==> src/rtl/fifo_pkt_framer.sv <==
// Write-side packet framer: buffers one producer packet, then writes
// SOF, LEN, payload and XOR checksum into the async FIFO write port.
module fifo_pkt_framer #(
  parameter int         MAX_LEN = 16,
  parameter logic [7:0] SOF     = 8'hA5
) (
  input  logic       wclk,
  input  logic       rst_n,
  input  logic       s_valid,
  input  logic [7:0] s_data,
  input  logic       s_last,
  output logic       s_ready,
  input  logic       fifo_full,
  output logic       fifo_wr_en,
  output logic [7:0] fifo_wdata,
  output logic       pkt_done,
  output logic       err_overflow,
  output logic       busy
);

  localparam int         AW       = (MAX_LEN > 1) ? $clog2(MAX_LEN) : 1;
  localparam logic [7:0] LAST_CNT = 8'(MAX_LEN);

  localparam logic [2:0] S_IDLE      = 3'd0;
  localparam logic [2:0] S_COLLECT   = 3'd1;
  localparam logic [2:0] S_DROP      = 3'd2;
  localparam logic [2:0] S_SEND_SOF  = 3'd3;
  localparam logic [2:0] S_SEND_LEN  = 3'd4;
  localparam logic [2:0] S_SEND_DATA = 3'd5;
  localparam logic [2:0] S_SEND_CHK  = 3'd6;

  logic [2:0]    state;
  logic [7:0]    cnt;
  logic [7:0]    idx;
  logic [7:0]    chk;
  logic          ovf;
  logic [7:0]    mem [0:(1<<AW)-1];
  logic          accept;
  logic          mem_we;
  logic [AW-1:0] mem_waddr;

  // Handshake: a byte moves on any cycle with s_valid && s_ready; s_ready
  // depends only on registered state (plus reset), never on s_valid.
  // The pkt_done cycle is a dead cycle so packets never overlap.
  always_comb begin
    s_ready = 1'b0;
    if (!rst_n) begin
      case (state)
        S_IDLE:           s_ready = !pkt_done;
        S_COLLECT, S_DROP: s_ready = 1'b1;
        default:          s_ready = 1'b0;
      endcase
    end
  end

  assign accept     = s_valid && s_ready;
  assign busy       = (state != S_IDLE);
  assign fifo_wr_en = (state >= S_SEND_SOF) && (state <= S_SEND_CHK) && !fifo_full;

  always_comb begin
    fifo_wdata = 8'h00;
    case (state)
      S_SEND_SOF:  fifo_wdata = SOF;
      S_SEND_LEN:  fifo_wdata = cnt;
      S_SEND_DATA: fifo_wdata = mem[idx[AW-1:0]];
      S_SEND_CHK:  fifo_wdata = chk;
      default:     fifo_wdata = 8'h00;
    endcase
  end

  assign mem_we    = accept && ((state == S_IDLE) || (state == S_COLLECT));
  assign mem_waddr = (state == S_IDLE) ? '0 : cnt[AW-1:0];

  always_ff @(posedge wclk) begin
    if (mem_we) mem[mem_waddr] <= s_data;
  end

  always_ff @(posedge wclk or posedge rst_n) begin
    if (rst_n) begin
      state        <= S_IDLE;
      cnt          <= 8'h00;
      idx          <= 8'h00;
      chk          <= 8'h00;
      ovf          <= 1'b0;
      pkt_done     <= 1'b0;
      err_overflow <= 1'b0;
    end else begin
      pkt_done     <= 1'b0;
      err_overflow <= 1'b0;
      case (state)
        S_IDLE: begin
          if (accept) begin
            cnt <= 8'h01;
            chk <= s_data;
            if (s_last) begin
              state <= S_SEND_SOF;
            end else if (MAX_LEN == 1) begin
              state <= S_DROP;
              ovf   <= 1'b1;
            end else begin
              state <= S_COLLECT;
            end
          end
        end
        S_COLLECT: begin
          if (accept) begin
            cnt <= cnt + 8'd1;
            chk <= chk ^ s_data;
            if (s_last) begin
              state <= S_SEND_SOF;
            end else if (cnt + 8'd1 == LAST_CNT) begin
              state <= S_DROP;
              ovf   <= 1'b1;
            end
          end
        end
        S_DROP: begin
          if (accept && s_last) state <= S_SEND_SOF;
        end
        S_SEND_SOF: begin
          if (fifo_wr_en) state <= S_SEND_LEN;
        end
        S_SEND_LEN: begin
          // Fold LEN into the running payload XOR as it goes out.
          if (fifo_wr_en) begin
            chk   <= chk ^ cnt;
            idx   <= 8'h00;
            state <= S_SEND_DATA;
          end
        end
        S_SEND_DATA: begin
          if (fifo_wr_en) begin
            if (idx == cnt - 8'd1) state <= S_SEND_CHK;
            else                   idx   <= idx + 8'd1;
          end
        end
        S_SEND_CHK: begin
          if (fifo_wr_en) begin
            state        <= S_IDLE;
            cnt          <= 8'h00;
            idx          <= 8'h00;
            chk          <= 8'h00;
            ovf          <= 1'b0;
            pkt_done     <= 1'b1;
            err_overflow <= ovf;
          end
        end
        default: state <= S_IDLE;
      endcase
    end
  end

endmodule

==> config.mk <==
export PLATFORM = sky130hd
export DESIGN_NAME = fifo_pkt_framer
export DESIGN_NICKNAME = d
export VERILOG_FILES = /design/src/rtl/fifo_pkt_framer.sv
export SDC_FILE = /design/constraint.sdc
export NUM_CORES = 1
export LEC_CHECK = 0
export ABC_CLOCK_PERIOD_IN_PS = 4500
export CAP_MARGIN = 40
export CORE_MARGIN = 1.5
export CORE_UTILIZATION = 52
export DETAILED_ROUTE_END_ITERATION = 8
export GPL_TIMING_DRIVEN = 1
export PLACE_DENSITY = 0.78
export SYNTH_ARGS = -nofsm -noshare
export SYNTH_HDL_FRONTEND = slang
export SYNTH_SLANG_ARGS = --single-unit
export TNS_END_PERCENT = 50
==> constraint.sdc <==
create_clock -name wclk -period 4.5 [get_ports wclk]
set_input_delay 0.45 -clock wclk [delete_from_list [all_inputs] [get_ports wclk]]
set_output_delay 0.45 -clock wclk [all_outputs]
set_load 0.02 [all_outputs]
# ---- Word level (Yosys, flattened, before mapping)
# Memories as Yosys holds them, arrays and structs flattened.
# Index checks and enable logic that the tools add are counted.
dict set report totals {
  mem_count 1
  ram_bits 128
  regBits 30
  word_cells 95
  inputBits 13
  out_inout_bits 13
}
dict set report classes {
  eq_ne 21
  n_mux 38
  n_lt_le_gt_ge 2
  n_bitwise 2
  n_reduce_logical 21
  n_addsub 3
}
# memory depth width read_ports rd_ports_with_merged_regs wr line
set memory_table {}
lappend memory_table {mem 16 8 1 0 1 37} ;# logic [7:0] mem [0:(1<<AW)-1];
# operator n
set ops {}
lappend ops {{2-to-1 mux 8 bit} 8}
lappend ops {{case mux 8 bit (4 select lines)} 2}
lappend ops {{2-to-1 mux 3 bit} 10}
lappend ops {{case mux 8 bit (3 select lines)} 1}
lappend ops {{case mux 3 bit (7 select lines)} 1}
lappend ops {{inequality test 2 bit, second input constant} 10}
lappend ops {{adder 8 x 1 -> 8 bit, second input constant} 2}
lappend ops {{case mux 8 bit (2 select lines)} 1}
lappend ops {{bitwise XOR 8 bit} 2}
lappend ops {{2-to-1 mux 1 bit} 11}
lappend ops {{AND reduction 5 bit} 2}
lappend ops {{equality test 3 bit, second input constant} 3}
lappend ops {{AND reduction 9 bit} 1}
lappend ops {{equality test 8 x 5 -> 1 bit, second input constant} 1}
lappend ops {{equality test 8 bit} 1}
lappend ops {{AND reduction 4 bit} 2}
lappend ops {{subtractor 8 x 1 -> 8 bit, second input constant} 1}
lappend ops {{equality test 3 x 2 -> 1 bit, second input constant} 2}
lappend ops {{nonzero test 3 bit} 2}
lappend ops {{logical AND 1 bit} 5}
lappend ops {{2-to-1 mux 4 bit} 1}
lappend ops {{inequality test 2 x 1 -> 1 bit, second input constant} 2}
lappend ops {{case mux 1 bit (2 select lines)} 2}
lappend ops {{nonzero test 2 bit} 2}
lappend ops {{10 further kinds} 12}

# ---- Longest topological paths before layout
dict set report depth {
  word_depth 8
  ltp_mapped 11
  ltp_nobuf 9
}

# ---- Least setup slack after synthesis
# Ideal clock, no wire load.
dict set report synth_path {
  path_kind {input port to flip-flop}
  startpoint {in rst_n}
  endpoint {mem mem[3][0], enable pin}
  t_required_ns 4.102
  arrival_ns 2.830
  stages 6
  path_slack_ns 1.272
  path_buffers 1
  setup_ns 0.398
  cell_sequence {inv_1 -> and4_1 -> clkbuf_1 -> nand2_1 -> nor2_1 -> nor4b_1}
}
dict set report synth_between {
  elab_chain_cells 5
}
# element line
set synth_rtl {}
lappend synth_rtl {{start: declaration} 8} ;# input logic rst_n,
lappend synth_rtl {{2-to-1 mux 1 bit} 47} ;# if (!rst_n) begin
lappend synth_rtl {{logical AND 1 bit} 56} ;# assign accept = s_valid && s_ready;
lappend synth_rtl {{logical AND 1 bit} 71} ;# assign mem_we = accept && ((state == S_IDLE) || (state == S_COLLECT));
lappend synth_rtl {{2-to-1 mux 1 bit} 75} ;# if (mem_we) mem[mem_waddr] <= s_data;
lappend synth_rtl {{2-to-1 mux 1 bit (not written as such)} 75}
lappend synth_rtl {{end: declaration} 37}
# Every way passes these cells.

# ---- Worst setup path in the final report
dict set report layout_path {
  startpoint {reg idx[0]}
  endpoint {out fifo_wdata[0]}
}
dict set report layout_between {
  elab_chain_cells 2
}
# element line
set layout_rtl {}
lappend layout_rtl {{start: declaration} 34} ;# logic [7:0] idx;
lappend layout_rtl {{start signal: assignment} 134} ;# else idx <= idx + 8'd1;
lappend layout_rtl {{memory read (16 x 8 bit)} -}
lappend layout_rtl {{case mux 8 bit (4 select lines)} 62} ;# case (state)
lappend layout_rtl {{end: declaration} 15} ;# output logic [7:0] fifo_wdata,
# Every way passes these cells.

==> key figures <==
Run status
  • Status: complete, but fails checks
  • Violated checks: design-rule violations

Drt
  • Initial DRC count: between 700 and 800
  • Antenna Nets Post-Route: 0
  • DRT Wirelength: about 17 mm
  • WL per Instance: around 24 µm
  • DRC: 2
  • Drt pass-1 iters: 8
  • Mean number of vias per cell: 6.574
  • Total number of vias: 4740

STA
  • Final Skew: between 0.009 and 0.01 ns
  • Slew @ Worst Pin: roughly 0.94 ns
  • F_max: approximately 260 MHz
  • Setup tns final: 0 ns
  • Final setup margin: slightly above 0.7 ns
  • Final Hold Slack: approximately 0.49 ns
  • # setup viols final: 0
  • Hold Fails Final Rpt: 0
  • Max_slew headroom: 0.3704
  • RSZ-0062 raised after global routing: no
  • Final Cycle Share: 0.8390
  • Tmin final: 3.776 ns
  • Slew Limit Fails: 0

Logic synthesis
  • Yosys reg bits: approximately 160
  • Number of synthesized flops with an enable pin: approximately 130
  • YS warnings: 0
  • Asr flop ratio synth: 0.1899
  • Synth Instances: just over 500
  • Cell Area, Synth: between 7000 and 8000 µm²
  • Most used DFF post-synth: edfxtp_1
  • Syn_nets: 521
  • Avg Cell Area, Syn: approximately 14 µm²
  • Register area share after synthesis: 0.6346
  • Post-synth cell types: 48

Clocking
  • Clock Pin Slew Worst Setup and Hold Paths: ~0.070 ns
  • Max Root-Sink Buffers: 2
  • Inserted Clock Buffers: 17
  • Post-CTS resize count: 0
  • # H-tree levels: 4
  • Clk_lat worst skew: between 0.4 and 0.5 ns
  • Hold buffer count at CTS: 0
  • CTS sink count: between 150 and 200
  • CTS tree: done
  • Root Driver: clkbuf_16
  • Post-CTS setup buffer count: 0

Place
  • Placed cells: roughly 690
  • Pre-CTS setup slack: between 1 and 1.5 ns
  • Area after DPL: roughly 7700 µm²
  • HPWL after DPL: between 10 and 15 mm
  • GP Congestion: between 0.8 and 0.9
  • Count of input and output buffers: 25

Die
  • Die height: ~120 µm
  • Ports: 26
  • Die extent in x: 121.0 µm
  • # rows: 42
  • Die area: 14640 µm²
  • Core footprint: ~13000 µm²
  • Initial Utilization: 0.5402

GRT
  • Largest net degree at the start of global routing: 37
  • GR Util met2: 0.4205
  • Total global-route track usage: 0.2586
  • Met3 Usage GRT: 0.05639
  • Vias in the first global route: roughly 4700
  • GR Overflow Total: 0
  • First-pass GRT wire length: 27.17 mm
  • Initial antenna violation count: 0
  • Grt met1 use: 0.3410
  • Gr busiest metal: met2

Power and ir drop
  • Pwr Total: between 4 and 5 mW
  • Clock Power Share: 0.283
  • Int Pwr: approximately 3.2 mW
  • Peak VDD IR: ~0.00038 V
  • PD cells: about 580 nW/µm²
  • Lkg Pwr: ~2.8 nW
  • Net Sw Power: 1.669 mW
  • Sequential share of power: 0.394
  • Switching share of power: 0.3452
  • Comb pwr share: 0.323

Finish
  • Commonest non-fill, non-tap cell in the layout: edfxtp_1
  • Share of layout cells above drive strength 1: 0.1743
  • Fin area: 8280 µm²
  • Layout net count: around 550
  • Area of the multi-input gates: 2484 µm²
  • Post-layout util: 0.6179
  • Non-Filler Instances: around 720
  • FILL cells: 953
  • Antenna diode count: 0
  • Seq. cell area: ~4600 µm²
  • Commonest non-fill, non-tap cells in the layout: edfxtp_1 (128), mux4_2 (40), a21oi_1 (33)
  • P&R area growth vs syn: 14.38%

Worst setup path
  • Kind of end point of the critical path: primary output
  • CP Data Required Time: 4.05 ns
  • CP arrival: 3.33 ns
  • Crit path launch type: register
  • Critical path class: register to primary output
  • Crit Path Max Fanout: 26

Hold path
  • Hold WC Path Type: register to register

Flow run
  • Max-cap violations: 0
==> flip-flops by register name (all words and copies together) (netlist names) <==
register	count
chk	8
cnt	8
err_overflow	1
idx	8
mem	128
ovf	1
pkt_done	1
state	3
==> final cells by class <==
class | instances | share of cell area
Clock buffer | 18 | 0.05183
Clock inverter | 14 | 0.01571
Inverter | 9 | 0.004080
Multi-Input combinational cell | 304 | 0.2999
Sequential cell | 158 | 0.5550
Tap cell | 176 | 0.02659
Timing Repair Buffer | 42 | 0.04684
==> per-layer routing <==
layer | up-vias | routed length [µm]
met2 | 299 | 8572
met3 | 48 | 1666
met4 | 0 | 557
met5 | - | 0
met1 | 2342 | 6601
li1 | 2051 | -
==> logic make-up after synthesis <==
logic type | Yosys count | share of synthesized area
compound gates | 110 | 0.09299
xor+xnor | 11 | 0.01331
fa+ha+maj | 3 | 0.005185
buf+inv | 43 | 0.02402
flops | 158 | 0.6346
mux | 50 | 0.1383
simple gates | 130 | 0.09160
==> synthesized netlist by cell type, drive strengths merged (7+ instances only) <==
cell type	instances	area, µm²
edfxtp	128	3844
mux4	40	900.9
a21oi	33	165.2
nand2	32	120.1
nor2	32	120.1
o21ai	31	155.2
dfrtp	30	750.7
clkbuf	29	108.9
o22ai	17	106.4
nor3	15	80.08
mux2i	10	100.1
nand4	9	56.30
inv	8	30.03
o211ai	8	60.06
or3	8	50.05
xnor2	8	70.07
o21a	7	52.55
==> power groups by stage <==
stage | logic (mW) | clock network [mW] | registers, mW
3_5_place_dp | 1.54 | 0 | 1.93
6_report | 1.56 | 1.37 | 1.91
3_3_place_gp | 1.49 | 0 | 1.92
4_1_cts | 1.55 | 1.38 | 1.90
5_1_grt | 1.68 | 1.44 | 1.93
2_1_floorplan | 1.23 | 0 | 1.77
==> critical path: stages (launching register included) <==
cell	delay [ns]
dfrtp_2	0.60
buf_12	0.29
mux4_2	0.55
mux4_2	0.49
mux2i_1	0.30
o22ai_1	0.12
clkdlybuf4s50_1	0.55
==> worst paths after layout <==
check | end | start | depth (start not counted) | slack (ns)
max | fifo_wdata[0] | idx[0] | 6 | 0.72
min | err_overflow | ovf | 1 | 0.49
max reg2reg | idx[4] | cnt[1] | 9 | 1.28
min reg2reg | err_overflow | ovf | 1 | 0.49
max in group asynchronous | idx[0] | rst_n | 3 | 3.66
min in group asynchronous | err_overflow | rst_n | 3 | 0.50
(Power assumes the default switching activity.)
